**config.mk**
```make
export PLATFORM = sky130hd
export DESIGN_NAME = bin_to_bcd_seq
export DESIGN_NICKNAME = d
export VERILOG_FILES = /design/src/rtl/bin_to_bcd_seq.sv
export SDC_FILE = /design/constraint.sdc
export NUM_CORES = 1
export LEC_CHECK = 0
export CORE_MARGIN = 10
export CORE_UTILIZATION = 52
export DETAILED_ROUTE_END_ITERATION = 6
export HOLD_SLACK_MARGIN = 0.12
export PLACE_DENSITY_LB_ADDON = 0.3
export SLEW_MARGIN = 20
export SYNTH_ARGS = -nofsm -noshare
export SYNTH_HDL_FRONTEND = slang
export SYNTH_SLANG_ARGS = --single-unit
```
**constraint.sdc**
```tcl
create_clock -name clk -period 2.35 [get_ports clk]
set_input_delay 0.5875 -clock clk [delete_from_list [all_inputs] [get_ports clk]]
set_output_delay 0.5875 -clock clk [all_outputs]
set_load 0.03 [all_outputs]
```
**src/rtl/bin_to_bcd_seq.sv**
```systemverilog
// Sequential shift-add-3 (double-dabble) binary-to-BCD encoder. It converts one input bit per clock.
// Optional macro BCD_HUNDREDS_EN exposes the hundreds digit and raises saturation to 999.
module bin_to_bcd_seq #(
    parameter int unsigned BIN_W = 8
) (
    input  logic             clk,
    input  logic             reset,
    input  logic             start,
    input  logic [BIN_W-1:0] bin_in,
    output logic             busy,
    output logic             done,
    output logic [3:0]       bcd_tens,
    output logic [3:0]       bcd_units,
`ifdef BCD_HUNDREDS_EN
    output logic [3:0]       bcd_hundreds,
`endif
    output logic             ovf
);

    localparam int unsigned ACC_W = 12;
    localparam int unsigned NIB_N = ACC_W / 4;
    localparam int unsigned CNT_W = $clog2(BIN_W + 1);
    localparam int unsigned CMP_W = 11;
`ifdef BCD_HUNDREDS_EN
    localparam logic [CMP_W-1:0] SAT_LIMIT = CMP_W'(999);
`else
    localparam logic [CMP_W-1:0] SAT_LIMIT = CMP_W'(99);
`endif

    typedef enum logic [1:0] {
        IDLE  = 2'd0,
        SHIFT = 2'd1,
        DONE  = 2'd2
    } state_t;

    state_t             state_q, state_d;
    logic [BIN_W-1:0]   bin_q, bin_d;
    logic [ACC_W-1:0]   acc_q, acc_d;
    logic [CNT_W-1:0]   cnt_q, cnt_d;
    logic               sat_q, sat_d;
    logic               busy_q, busy_d;
    logic               done_q, done_d;
    logic [3:0]         tens_q, tens_d;
    logic [3:0]         units_q, units_d;
    logic               ovf_q, ovf_d;
`ifdef BCD_HUNDREDS_EN
    logic [3:0]         hund_q, hund_d;
`endif

    logic [ACC_W-1:0]   acc_adj_c;
    logic [ACC_W-1:0]   acc_shift_c;

    // Per-nibble add-3 adjust; no carry crosses nibbles, the following shift does that.
    always_comb begin
        acc_adj_c = acc_q;
        for (int i = 0; i < int'(NIB_N); i++) begin
            if (acc_q[4*i +: 4] >= 4'd5) begin
                acc_adj_c[4*i +: 4] = acc_q[4*i +: 4] + 4'd3;
            end
        end
    end

    assign acc_shift_c = ACC_W'({acc_adj_c, bin_q[BIN_W-1]});

    always_comb begin
        state_d = state_q;
        bin_d   = bin_q;
        acc_d   = acc_q;
        cnt_d   = cnt_q;
        sat_d   = sat_q;
        busy_d  = 1'b0;
        done_d  = 1'b0;
        tens_d  = tens_q;
        units_d = units_q;
        ovf_d   = ovf_q;
`ifdef BCD_HUNDREDS_EN
        hund_d  = hund_q;
`endif
        case (state_q)
            IDLE, DONE: begin
                if (start) begin
                    state_d = SHIFT;
                    bin_d   = bin_in;
                    acc_d   = '0;
                    cnt_d   = CNT_W'(BIN_W);
                    // The range test uses the captured value; the 12-bit accumulator cannot show thousands.
                    sat_d   = (CMP_W'(bin_in) > SAT_LIMIT);
                    busy_d  = 1'b1;
                end else begin
                    state_d = IDLE;
                end
            end
            SHIFT: begin
                bin_d  = {bin_q[BIN_W-2:0], 1'b0};
                acc_d  = acc_shift_c;
                cnt_d  = cnt_q - CNT_W'(1);
                busy_d = 1'b1;
                if (cnt_q == CNT_W'(1)) begin
                    state_d = DONE;
                    busy_d  = 1'b0;
                    done_d  = 1'b1;
                    if (sat_q) begin
                        tens_d  = 4'd9;
                        units_d = 4'd9;
                        ovf_d   = 1'b1;
`ifdef BCD_HUNDREDS_EN
                        hund_d  = 4'd9;
`endif
                    end else begin
                        tens_d  = acc_shift_c[7:4];
                        units_d = acc_shift_c[3:0];
                        ovf_d   = 1'b0;
`ifdef BCD_HUNDREDS_EN
                        hund_d  = acc_shift_c[11:8];
`endif
                    end
                end
            end
            default: begin
                state_d = IDLE;
            end
        endcase
    end

    always_ff @(posedge clk) begin
        if (reset) begin
            state_q <= IDLE;
            bin_q   <= '0;
            acc_q   <= '0;
            cnt_q   <= '0;
            sat_q   <= 1'b0;
            busy_q  <= 1'b0;
            done_q  <= 1'b0;
            tens_q  <= '0;
            units_q <= '0;
            ovf_q   <= 1'b0;
`ifdef BCD_HUNDREDS_EN
            hund_q  <= '0;
`endif
        end else begin
            state_q <= state_d;
            bin_q   <= bin_d;
            acc_q   <= acc_d;
            cnt_q   <= cnt_d;
            sat_q   <= sat_d;
            busy_q  <= busy_d;
            done_q  <= done_d;
            tens_q  <= tens_d;
            units_q <= units_d;
            ovf_q   <= ovf_d;
`ifdef BCD_HUNDREDS_EN
            hund_q  <= hund_d;
`endif
        end
    end

    assign busy      = busy_q;
    assign done      = done_q;
    assign bcd_tens  = tens_q;
    assign bcd_units = units_q;
    assign ovf       = ovf_q;
`ifdef BCD_HUNDREDS_EN
    assign bcd_hundreds = hund_q;
`endif

endmodule

```
Word level (Yosys, flattened, before mapping)
Cells that the tools add are included.

word-level totals
  register bits after elaboration = 38
  bits of input ports = 11
  output and inout port bits = 11
  logic and storage cells = 50

operators by class
  add/subtract/negate cells = 4
  magnitude comparators = 4
  eq/ne operators = 5
  muxes and demuxes = 19
  bitwise logic cells = 1
  reductions and logical operators = 7

operator list
  cell                                                               count
  case mux 12 bit (2 select lines)                                   1
  two-way mux 4 bit                                                  5
  case mux 8 bit (2 select lines)                                    1
  greater-or-equal comparator 4 x 3 -> 1 bit, second input constant  3
  two-way mux 12 bit                                                 1
  adder 4 x 2 -> 4 bit, second input constant                        2
  greater-than comparator 8 x 7 -> 1 bit, second input constant      1
  two-way mux 8 bit                                                  1
  case mux 4 bit (2 select lines)                                    1
  AND reduction 2 bit                                                3
  two-way mux 1 bit                                                  5
  == test 4 x 1 -> 1 bit, second input constant                      1
  != test 2 bit, second input constant                               2
  case mux 2 bit (2 select lines)                                    1
  OR reduction 2 bit                                                 2
  subtractor 4 x 1 -> 4 bit, second input constant                   1
  adder 3 x 2 -> 3 bit, second input constant                        1
  two-way mux 3 bit                                                  1
  == test 2 x 1 -> 1 bit, second input constant                      1
  == test 2 bit, second input constant                               1
  logical NOT 2 bit                                                  1
  two-way mux 2 bit                                                  1
  case mux 1 bit (2 select lines)                                    1
  nonzero test 2 bit                                                 1
  NOT 1 bit                                                          1

Longest topological paths before layout
Gate-level depths: netlist of run 1.

  depth after elaboration = 4
  mapped depth = 7
  mapped depth without buffers = 6

Least setup slack after synthesis of run 1
OpenSTA, ideal clock, no wires.

  kind = reg2reg
  from = register cnt_q[0]
  to = register tens_q[3] (netlist: bcd_tens[3])
  library setup time = 0.129 ns
  arrival time = 1.523 ns
  path slack = 0.698 ns
  cell stages (with the launch flop) = 7
  buffers on the path = 1
  clock period less this slack = 1.652 ns
  cell sequence = dfxtp_1 ha_1 or3b_1 or2_1 clkbuf_1 nor3_1 nor3_1

on the way
  word-level cells in the longest chain between the ends = 2

RTL lines
  element                               RTL line  text
  from (decl)                           39        logic [CNT_W-1:0] cnt_q, cnt_d;
  from (signal assigned)                144       cnt_q <= cnt_d;
  == test 4 x 1 -> 1 bit                98        if (cnt_q == CNT_W'(1)) begin
  AND reduction 2 bit (no source line)  n/a
  to (signal assigned)                  148       tens_q <= tens_d;
  to (decl)                             43        logic [3:0] tens_q, tens_d;

No other way between the ends.
A chain may end at the register's enable or synchronous reset.

Final worst setup path of run 1
  from = register units_q[0] (netlist: bcd_units[0])
  to = output port bcd_units[0]

RTL lines
  element                 RTL line  text
  from (decl)             44        logic [3:0] units_q, units_d;
  from (signal assigned)  149       units_q <= units_d;
  to (decl)               13        output logic [3:0] bcd_units,

No word-level cell between the ends.

==> flow_summary.yaml, run 1 <==
worst_setup_path:
  ff2ff_path_depth: 5
  cp_top_family: "buffers and inverters"
  path_buf_inv: 1
  rr_startpoint: "cnt_q[0]$_SDFFE_PP0P_"
  critPathCaptureType: "primary output"
  cp-startpoint: "bcd_units[0]$_SDFFE_PP0P_"
  cp_cell_sequence: "clkdlybuf4s50_1"
  critPathSlowestCell: "clkdlybuf4s50_1"
  cp-start-kind: "register"
  r2r_end: "bcd_tens[2]$_SDFFE_PP0P_"
  path_max_fanout: 2
  r2r_slack_ns: 0.48
  crit_cells: 1
  criticalPathCategory: "reg -> out"
  worstPathArrival_ns: 1.38
  crit_end: "bcd_units[0]"
  cp.required_ns: 1.76
  max_stage_delay_ns: 0.68
floorplan:
  initial_core_util_pct: 53.46
  rows: 19
  die_w_um: 72.79
  core_um2: 2710
  die_area_um2: 5298
  io_pins: 22
  die_h_um: 72.79
synthesis:
  syn_nets: 184
  synth.top_cell.area_share_pct: 46.98
  syn_area_um2: 1449
  async_flop_share_pct: 0
  synth-edff-count: 0
  synth_ff_type: "dfxtp_1"
  syn_avg_cell_area_um2: 8.676
  synth_top_cell_by_area: "dfxtp_1"
  syn_inst: 167
  yosysUniqueCellTypes: 27
  synth_seq_area_share_pct: 46.98
  ys_ff_latch: 34
  netlist_top_cells_area: "dfxtp_1 47%, a22oi_1 5.7%, a21oi_1 5.5%, nor2_1 5.4%, ha_1 5.2%"
  ys_warn_count: 0
clock_network:
  clkTransAtPathRegs_ns: 0.12
  clock_sinks: 34
  cts_root_buf: "clkbuf_4"
  post_cts_resized: 0
  cts_tree: "yes"
  cts-htree-levels: 2
  cts_hold_buf: 0
  clkLatencyLatePin_ns: 0.35
  postCtsSetupRepairBufs: 0
  clockBufferDepth: 2
  cts_made_buffers: 5
timing:
  hold_slack_ns: 0.4677
  slew_headroom_pct: 45.32
  worstMarginPinSlew_ns: 0.8171
  rsz0062_at_grt: "no"
  hold_viol: 0
  tns_ns: 0
  period_share_pct: 83.54
  slew_violations: 0
  worst_clock_skew_ns: 0.006687
  fmax_ghz: 0.5094
  fin_crit_ns: 1.963
  setup_viol: 0
global_routing:
  grt_max_degree: 19
  overflow: 0
  grt_pass1_wl_um: 5595
  grt_pass1_vias: 1256
  track_usage_pct: 12.95
  antenna_found_initial: 0
pwr:
  cellPowerDensity_nw_per_um2: 676.2
  peakVddDrop_mv: 0.6538
  leakagePower_nw: 0.6239
place:
  dp_hpwl_um: 2332
  gp_congestion: 0.8307
  io_buffers: 21
detailed_routing:
  drtIter0Drc: 118
  wirelength_um: 3195
  vias: 1229
  drc_errors: 0
  ant_nets: 0
  wl_per_cell_um: 14.46
  drtPass1Iterations: 4
  vias_per_cell: 5.561
cells_and_area:
  n_antenna_cell: 0
  fillCellCount: 239
  seqCellArea_um2: 680.7
  nNetsFinal: 206
  layout-drive-gt1-share_pct: 9.474
  final_common_cell: "dfxtp_1"
  area_growth_pct: 22.54
  multi_input_area_um2: 703.2
  utilization_pct: 65.51
  final_cell_mix: "34 x dfxtp_1, 21 x nor2_1, 21 x clkdlybuf4s50_1, 16 x a21oi_1"
run:
  cap_violations: 0
hold_path:
  hold_class: "reg -> reg"
outcome:
  status: "finished clean"
routing by layer:
layer	track usage (%)	routed length [um]	vias to the layer above
met5	0	0	-
met4	3.797	51	0
met3	5.442	188	7
met2	21.97	1563	33
met1	14.37	1392	568
li1	-	-	621
where the power goes:
group | total (W) | internal, W | switching, W
Combinational | 0.000140 | 0.0000610 | 0.0000792
Clock | 0.000441 | 0.000223 | 0.000218
Sequential | 0.000619 | 0.000601 | 0.0000176
cell type report:
| cell class | instances | share of cell area [%] |
|---|---|---|
| sequential | 34 | 38.34 |
| timing repair buffer | 26 | 13.95 |
| tap | 31 | 2.185 |
| inverter | 6 | 1.269 |
| clock inverter | 3 | 2.537 |
| clock buffer | 5 | 2.114 |
| multi-input combinational | 116 | 39.61 |
worst min-delay path by stage:
stage,start,endpoint,slack [ns],cells past startpoint
after floorplan,cnt_q[3]$_SDFFE_PP0P_,cnt_q[3]$_SDFFE_PP0P_,0.44,1
after global placement,ovf$_SDFFE_PP0P_,ovf$_SDFFE_PP0P_,0.44,2
after detailed placement,bin_q[5]$_SDFFE_PP0P_,bin_q[5]$_SDFFE_PP0P_,0.45,2
after CTS,bin_q[5]$_SDFFE_PP0P_,bin_q[5]$_SDFFE_PP0P_,0.47,2
after global routing,bin_q[5]$_SDFFE_PP0P_,bin_q[5]$_SDFFE_PP0P_,0.49,2
final,bin_q[3]$_SDFFE_PP0P_,bin_q[3]$_SDFFE_PP0P_,0.47,2
stage by stage:
stage                     setup WS, ns  instances  cell area [um^2]  power (W)
after floorplan                 0.6980        167              1449  0.0007207
after global routing            0.3197        221              1775   0.001252
after global placement          0.2826        213              1693  0.0007670
final                           0.3868        221              1775   0.001201
after CTS                       0.3640        221              1775   0.001205
after detailed placement        0.2372        213              1693  0.0007724
logic make-up after synthesis:
logic type | Yosys count | share of synthesized area (%)
buffers and inverters | 17 | 4.490
AOI/OAI and AO/OA | 43 | 18.31
muxes | 2 | 1.554
xor gates and xnor gates | 2 | 1.209
adders and majority gates | 6 | 5.181
and+or+nand+nor | 63 | 22.28
DFF | 34 | 46.98
sequential cells by signal, summed over array words and instances (netlist names):
signal,cells
bin_q,8
ovf,1
cnt_q,4
sat_q,1
done,1
acc_q,8
state_q,2
busy,1
bcd_tens,4
bcd_units,4
synth_stat cells (2+ instances only):
cell and number:
a22oi_1 11, inv_1 6, mux2_2 2, nor3b_1 2
nand3b_1 6, xnor2_1 2, ha_1 6, nor3_1 7
dfxtp_1 34, o21ai_0 3, nand2b_1 6, nand2_1 11
o22ai_1 5, nor2b_1 2, a211oi_1 3, o21ai_1 2
nor2_1 21, a21oi_1 16, clkbuf_1 10, or3_1 4
o21ai_2 2
No activity file was read; power rests on OpenSTA's default activity.
==> run 2, diff against run 1 <==
- CORE_UTILIZATION: 52 -> 47
- clock period: 2.35 -> 1.7 ns (I/O delays scaled with it)
==> flow_summary.yaml, run 2 (same netlist as run 1, synthesis figures left out) <==
detailed_routing:
  drtIter0Drc: 95
  met3WireLength_um: 208
  wirelength_um: 3345
  drc_errors: 0
  wl_met1_um: 1410
  wl_per_cell_um: 14.42
  vias_per_cell: 5.509
  dr_wl_met2_um: 1708
  vias: 1278
  drtPass1Iterations: 4
  highest_layer: "met4"
  ant_nets: 0
place:
  placed_cell_area_um2: 1763
  place_inst: 224
  gp_congestion: 0.8162
  io_buffers: 21
  dp_hpwl_um: 2552
pwr:
  power_frac_comb_pct: 14.1
  swShare_pct: 26.16
  peakVddDrop_mv: 0.5421
  p_switching_w: 0.0004009
  p_int_w: 0.001131
  cellPowerDensity_nw_per_um2: 834.8
  p_total_w: 0.001532
  pwr-share-seq_pct: 55.9
  p_clk_share_pct: 30.0
  leakagePower_nw: 0.7219
cells_and_area:
  n_antenna_cell: 0
  fin_area_um2: 1836
  fin_cells: 232
  layout-drive-gt1-share_pct: 16.08
  final_common_cell: "dfxtp_1"
  reg.largest.list: "acc_q (8), bin_q (8)"
  fillCellCount: 276
  area_growth_pct: 26.68
  final_cell_mix: "33 x dfxtp_1, 21 x nor2_1, 15 x a21oi_1, 14 x buf_4"
  utilization_pct: 61.12
  nNetsFinal: 215
timing:
  fin_crit_ns: 1.684
  hold_viol: 0
  setup_viol: 0
  hold_slack_ns: 0.4625
  worst_clock_skew_ns: 0.003754
  fmax_ghz: 0.5938
  slew_violations: 0
  period_share_pct: 99.06
  worstMarginPinSlew_ns: 0.3848
  slew_headroom_pct: 74.07
  rsz0062_at_grt: "yes"
global_routing:
  overflow: 0
  antenna_found_initial: 0
  grt_max_degree: 18
  track_usage_pct: 12.98
  grt_pass1_wl_um: 5692
  grt_pass1_vias: 1260
outcome:
  status: "finished clean"
worst_setup_path:
  critPathCaptureType: "register"
  cp_top_family: "simple AND/OR/NAND/NOR gates"
  r2r_end: "bcd_units[2]$_SDFFE_PP0P_"
  cp-start-kind: "register"
  r2r_slack_ns: 0.02
  cp.required_ns: 1.97
  ff2ff_path_depth: 5
  worstPathArrival_ns: 1.95
  criticalPathCategory: "reg -> reg"
  path_buf_inv: 0
  cp_cell_sequence: "ha_4 -> or3b_1 -> or2_1 -> or3_4 -> o21ai_2"
  max_stage_delay_ns: 0.40
  path_max_fanout: 4
  rr_startpoint: "cnt_q[0]$_SDFFE_PP0P_"
  critPathSlowestCell: "dfxtp_1"
hold_path:
  holdPathStages: 2
  min_delay_worst_endpoint: "ovf$_SDFFE_PP0P_"
  min_from: "ovf$_SDFFE_PP0P_"
  hold_class: "reg -> reg"
clock_network:
  clockBufferDepth: 2
  postCtsSetupRepairBufs: 0
  cts_root_buf: "clkbuf_4"
  cts_hold_buf: 0
  cts_tree: "yes"
  clkLatencyLatePin_ns: 0.33
  cts_made_buffers: 5
  cts-htree-levels: 2
  clock_sinks: 34
  clkTransAtPathRegs_ns: 0.10
floorplan:
  rows: 20
  core_um2: 3003
  die_area_um2: 5703
  io_pins: 22
  initial_core_util_pct: 48.25
  die_h_um: 75.52
  die_w_um: 75.52
run:
  cap_violations: 0
run 2: changes by cell type in the layout (fill, tap and decap cells not counted), sizes merged:
cell and delta:
clkdlybuf4s50 -11, dlygate4sd2 +11, buf +9, clkbuf +2, clkinvlp -2, bufinv -1, clkinv +1
run 2: final cells by class:
class | instances | area, um^2 | area share (%)
clock buffer | 7 | 55.05 | 2.999
tap | 33 | 41.29 | 2.249
sequential | 34 | 681.9 | 37.15
timing repair buffer | 35 | 301.5 | 16.43
clock inverter | 1 | 5.005 | 0.2727
inverter | 6 | 22.52 | 1.227
multi-input combinational | 116 | 728.2 | 39.67
run 2: how the worst max path moves through the flow:
stage / slack [ns] / depth (start not counted) / endpoint / from
after floorplan: 0.05 / 6 / bcd_tens[3]$_SDFFE_PP0P_ / cnt_q[0]$_SDFFE_PP0P_
after detailed placement: 0.03 / 6 / bcd_units[2]$_SDFFE_PP0P_ / cnt_q[1]$_SDFFE_PP0P_
final: 0.02 / 5 / bcd_units[2]$_SDFFE_PP0P_ / cnt_q[0]$_SDFFE_PP0P_
after CTS: 0.006 / 6 / bcd_units[2]$_SDFFE_PP0P_ / cnt_q[1]$_SDFFE_PP0P_
after global placement: 0.04 / 6 / cnt_q[2]$_SDFFE_PP0P_ / start
after global routing: -0.06 / 6 / bcd_tens[1]$_SDFFE_PP0P_ / cnt_q[1]$_SDFFE_PP0P_
run 2: repair_timing:
action / in CTS / in global routing
setup endpoints to repair: 12 / 9
resized for setup: 12 / 6
pin swaps: 0 / 2
run 2: power groups by stage:
stage	registers (W)	logic (W)	clock network, W
after floorplan	0.000879	0.000117	0
after global placement	0.000871	0.000212	0
after detailed placement	0.000872	0.000218	0
after CTS	0.000854	0.000214	0.000474
after global routing	0.000862	0.000241	0.000510
final	0.000856	0.000217	0.000459
run 2: tightest hold or removal path, stage by stage, from the launching register on:
cell,delay (ns)
dfxtp_1,0.32
nand2_1,0.05
a21oi_1,0.05
run 2: routing by layer:
metal	global-route usage (%)	vias to the layer above
met5	0	-
met4	5.155	0
met3	4.688	2
met2	22.66	33
met1	13.91	594
li1	-	649
run 2: stage by stage:
stage	setup TNS (ns)	setup WS (ns)
6_report	0	0.01594
5_1_grt	-0.1868	-0.05514
4_1_cts	0	0.005613
3_5_place_dp	0	0.02592
3_3_place_gp	0	0.03636
2_1_floorplan	0	0.04799
==> run 3, diff against run 2 <==
--- a/config.mk
+++ b/config.mk
@@ -10,5 +10,5 @@
 export DETAILED_ROUTE_END_ITERATION = 6
 export HOLD_SLACK_MARGIN = 0.12
-export PLACE_DENSITY_LB_ADDON = 0.3
+export PLACE_DENSITY = 0.71
 export SLEW_MARGIN = 20
 export SYNTH_ARGS = -nofsm -noshare
==> constraint.sdc (replaced) <==
create_clock -name clk -period 1.7 [get_ports clk]
set_input_delay 0.34 -clock clk [delete_from_list [all_inputs] [get_ports clk]]
set_output_delay 0.34 -clock clk [all_outputs]
set_load 0.02 [all_outputs]
==> flow_summary.yaml, run 3 (same netlist as run 1, synthesis figures left out) <==
outcome:
  status: "finished clean"
pwr:
  swShare_pct: 26.88
  p_switching_w: 0.0003999
  p_clk_share_pct: 28.2
  p_int_w: 0.001088
  leakagePower_nw: 0.6565
  peakVddDrop_mv: 0.4748
  pwr-share-seq_pct: 57.5
  cellPowerDensity_nw_per_um2: 817.9
  power_frac_comb_pct: 14.2
timing:
  worstMarginPinSlew_ns: 0.8306
  hold_slack_ns: 0.4620
  period_share_pct: 99.63
  fin_ws_ns: 0.006205
  worst_clock_skew_ns: 0.01119
  slew_violations: 0
  setup_viol: 0
  fin_crit_ns: 1.694
  slew_headroom_pct: 44.42
  hold_viol: 0
  fmax_ghz: 0.5904
  tns_ns: 0
  rsz0062_at_grt: "yes"
global_routing:
  grtUsageMet3_pct: 4.818
  busiest_layer: "met2"
  met1_usage_pct: 13.11
  use_met2_pct: 21.91
  grt_pass1_wl_um: 5561
  grt_pass1_vias: 1263
  grt_max_degree: 19
  overflow: 0
  track_usage_pct: 12.51
  antenna_found_initial: 0
hold_path:
  min_from: "bin_q[2]$_SDFFE_PP0P_"
  hold_class: "reg -> reg"
  holdPathStages: 2
  min_delay_worst_endpoint: "bin_q[2]$_SDFFE_PP0P_"
worst_setup_path:
  path_max_fanout: 4
  critPathSlowestCell: "or3b_4"
  max_stage_delay_ns: 0.37
  path_buf_inv: 1
  ff2ff_path_depth: 6
  cp-start-kind: "register"
  criticalPathCategory: "reg -> reg"
  cp_top_family: "simple AND/OR/NAND/NOR gates"
  r2r_slack_ns: 0.006
  critPathCaptureType: "register"
  cp_cell_sequence: "inv_2 -> ha_1 -> or3b_4 -> or2_1 -> or3_4 -> o21ai_1"
  worstPathArrival_ns: 1.97
  r2r_end: "bcd_units[2]$_SDFFE_PP0P_"
  cp.required_ns: 1.98
  rr_startpoint: "cnt_q[1]$_SDFFE_PP0P_"
floorplan:
  initial_core_util_pct: 48.25
  die_area_um2: 5703
  die_w_um: 75.52
  rows: 20
  io_pins: 22
  core_um2: 3003
  die_h_um: 75.52
cells_and_area:
  n_antenna_cell: 0
  layout-drive-gt1-share_pct: 15.31
  final_common_cell: "dfxtp_1"
  final_cell_mix: "33 x dfxtp_1, 21 x nor2_1, 21 x clkdlybuf4s50_1, 15 x a21oi_1, 12 x buf_4"
  nNetsFinal: 213
  area_growth_pct: 25.56
  reg.largest.list: "acc_q (8), bin_q (8)"
  fillCellCount: 270
clock_network:
  clkTransAtPathRegs_ns: 0.10
  cts_tree: "yes"
  clock_sinks: 34
  cts_made_buffers: 5
  clkLatencyLatePin_ns: 0.34
  clockBufferDepth: 2
  cts-htree-levels: 2
  cts_root_buf: "clkbuf_4"
place:
  io_buffers: 21
  dp_hpwl_um: 2336
  post-place-ws_ns: -0.1963
  gp_congestion: 0.7430
detailed_routing:
  drtIter0Drc: 95
  vias_per_cell: 5.537
  drc_errors: 0
  ant_nets: 0
  wirelength_um: 3240
  drtPass1Iterations: 4
  vias: 1268
  wl_per_cell_um: 14.15
run:
  cap_violations: 0
## run 3: cell types whose count changed in the layout (fill, tap and decap cells not counted), sizes merged
cell           delta
clkdlybuf4s50    +11
dlygate4sd2      -11
buf               -2
clkinv            -1
## run 3: worst max-delay path by stage
stage	to	from	slack (ns)	cells after the start
floorplan	bcd_tens[3]$_SDFFE_PP0P_	cnt_q[0]$_SDFFE_PP0P_	0.05	6
global placement	bin_q[4]$_SDFFE_PP0P_	start	-0.15	5
detailed placement	bin_q[4]$_SDFFE_PP0P_	start	-0.20	5
CTS	bcd_tens[1]$_SDFFE_PP0P_	cnt_q[1]$_SDFFE_PP0P_	0.02	6
global route	bcd_units[2]$_SDFFE_PP0P_	cnt_q[1]$_SDFFE_PP0P_	-0.04	6
finish	bcd_units[2]$_SDFFE_PP0P_	cnt_q[1]$_SDFFE_PP0P_	0.006	6
## run 3: stage by stage
step | total power, W | area [um^2] | utilization [%] | instances
3_3_place_gp | 0.001069 | 1733 | 57.71 | 220
5_1_grt | 0.001562 | 1819 | 60.58 | 229
4_1_cts | 0.001492 | 1799 | 59.92 | 228
6_report | 0.001488 | 1819 | 60.58 | 229
2_1_floorplan | 0.0009919 | 1449 | - | 167
3_5_place_dp | 0.001075 | 1733 | 57.71 | 220
## run 3: power by group through the flow
stage	clock network [W]	registers, W	logic, W
2_1_floorplan	0	0.000875	0.000117
3_3_place_gp	0	0.000871	0.000198
3_5_place_dp	0	0.000872	0.000203
4_1_cts	0.000428	0.000855	0.000210
5_1_grt	0.000465	0.000861	0.000236
6_report	0.000420	0.000856	0.000212
## run 3: cell type report
class / instances / area, um^2 / area share, %
multi-input combinational: 116 / 728.2 / 40.03
clock buffer: 7 / 45.04 / 2.476
timing repair buffer: 33 / 300.3 / 16.51
sequential: 34 / 681.9 / 37.48
tap: 33 / 41.29 / 2.270
inverter: 6 / 22.52 / 1.238
## run 3: worst min-delay path, stage by stage (launching register included)
cell and delay, ns:
dfxtp_1 0.32, nand2_1 0.05, a21oi_1 0.05
## run 3: timing repair
action,4_1_cts,5_1_grt
hold buffers,0,0
cloned,0,0
buffers inserted,1,1
pin swaps,0,2
resized for setup,5,3
setup endpoints to repair,6,8
## run 3: routing by layer
layer  vias up  wire length [um]
met2        27              1589
li1        641                 -
met5         -                 0
met1       594              1434
met3         6               168
met4         0                48
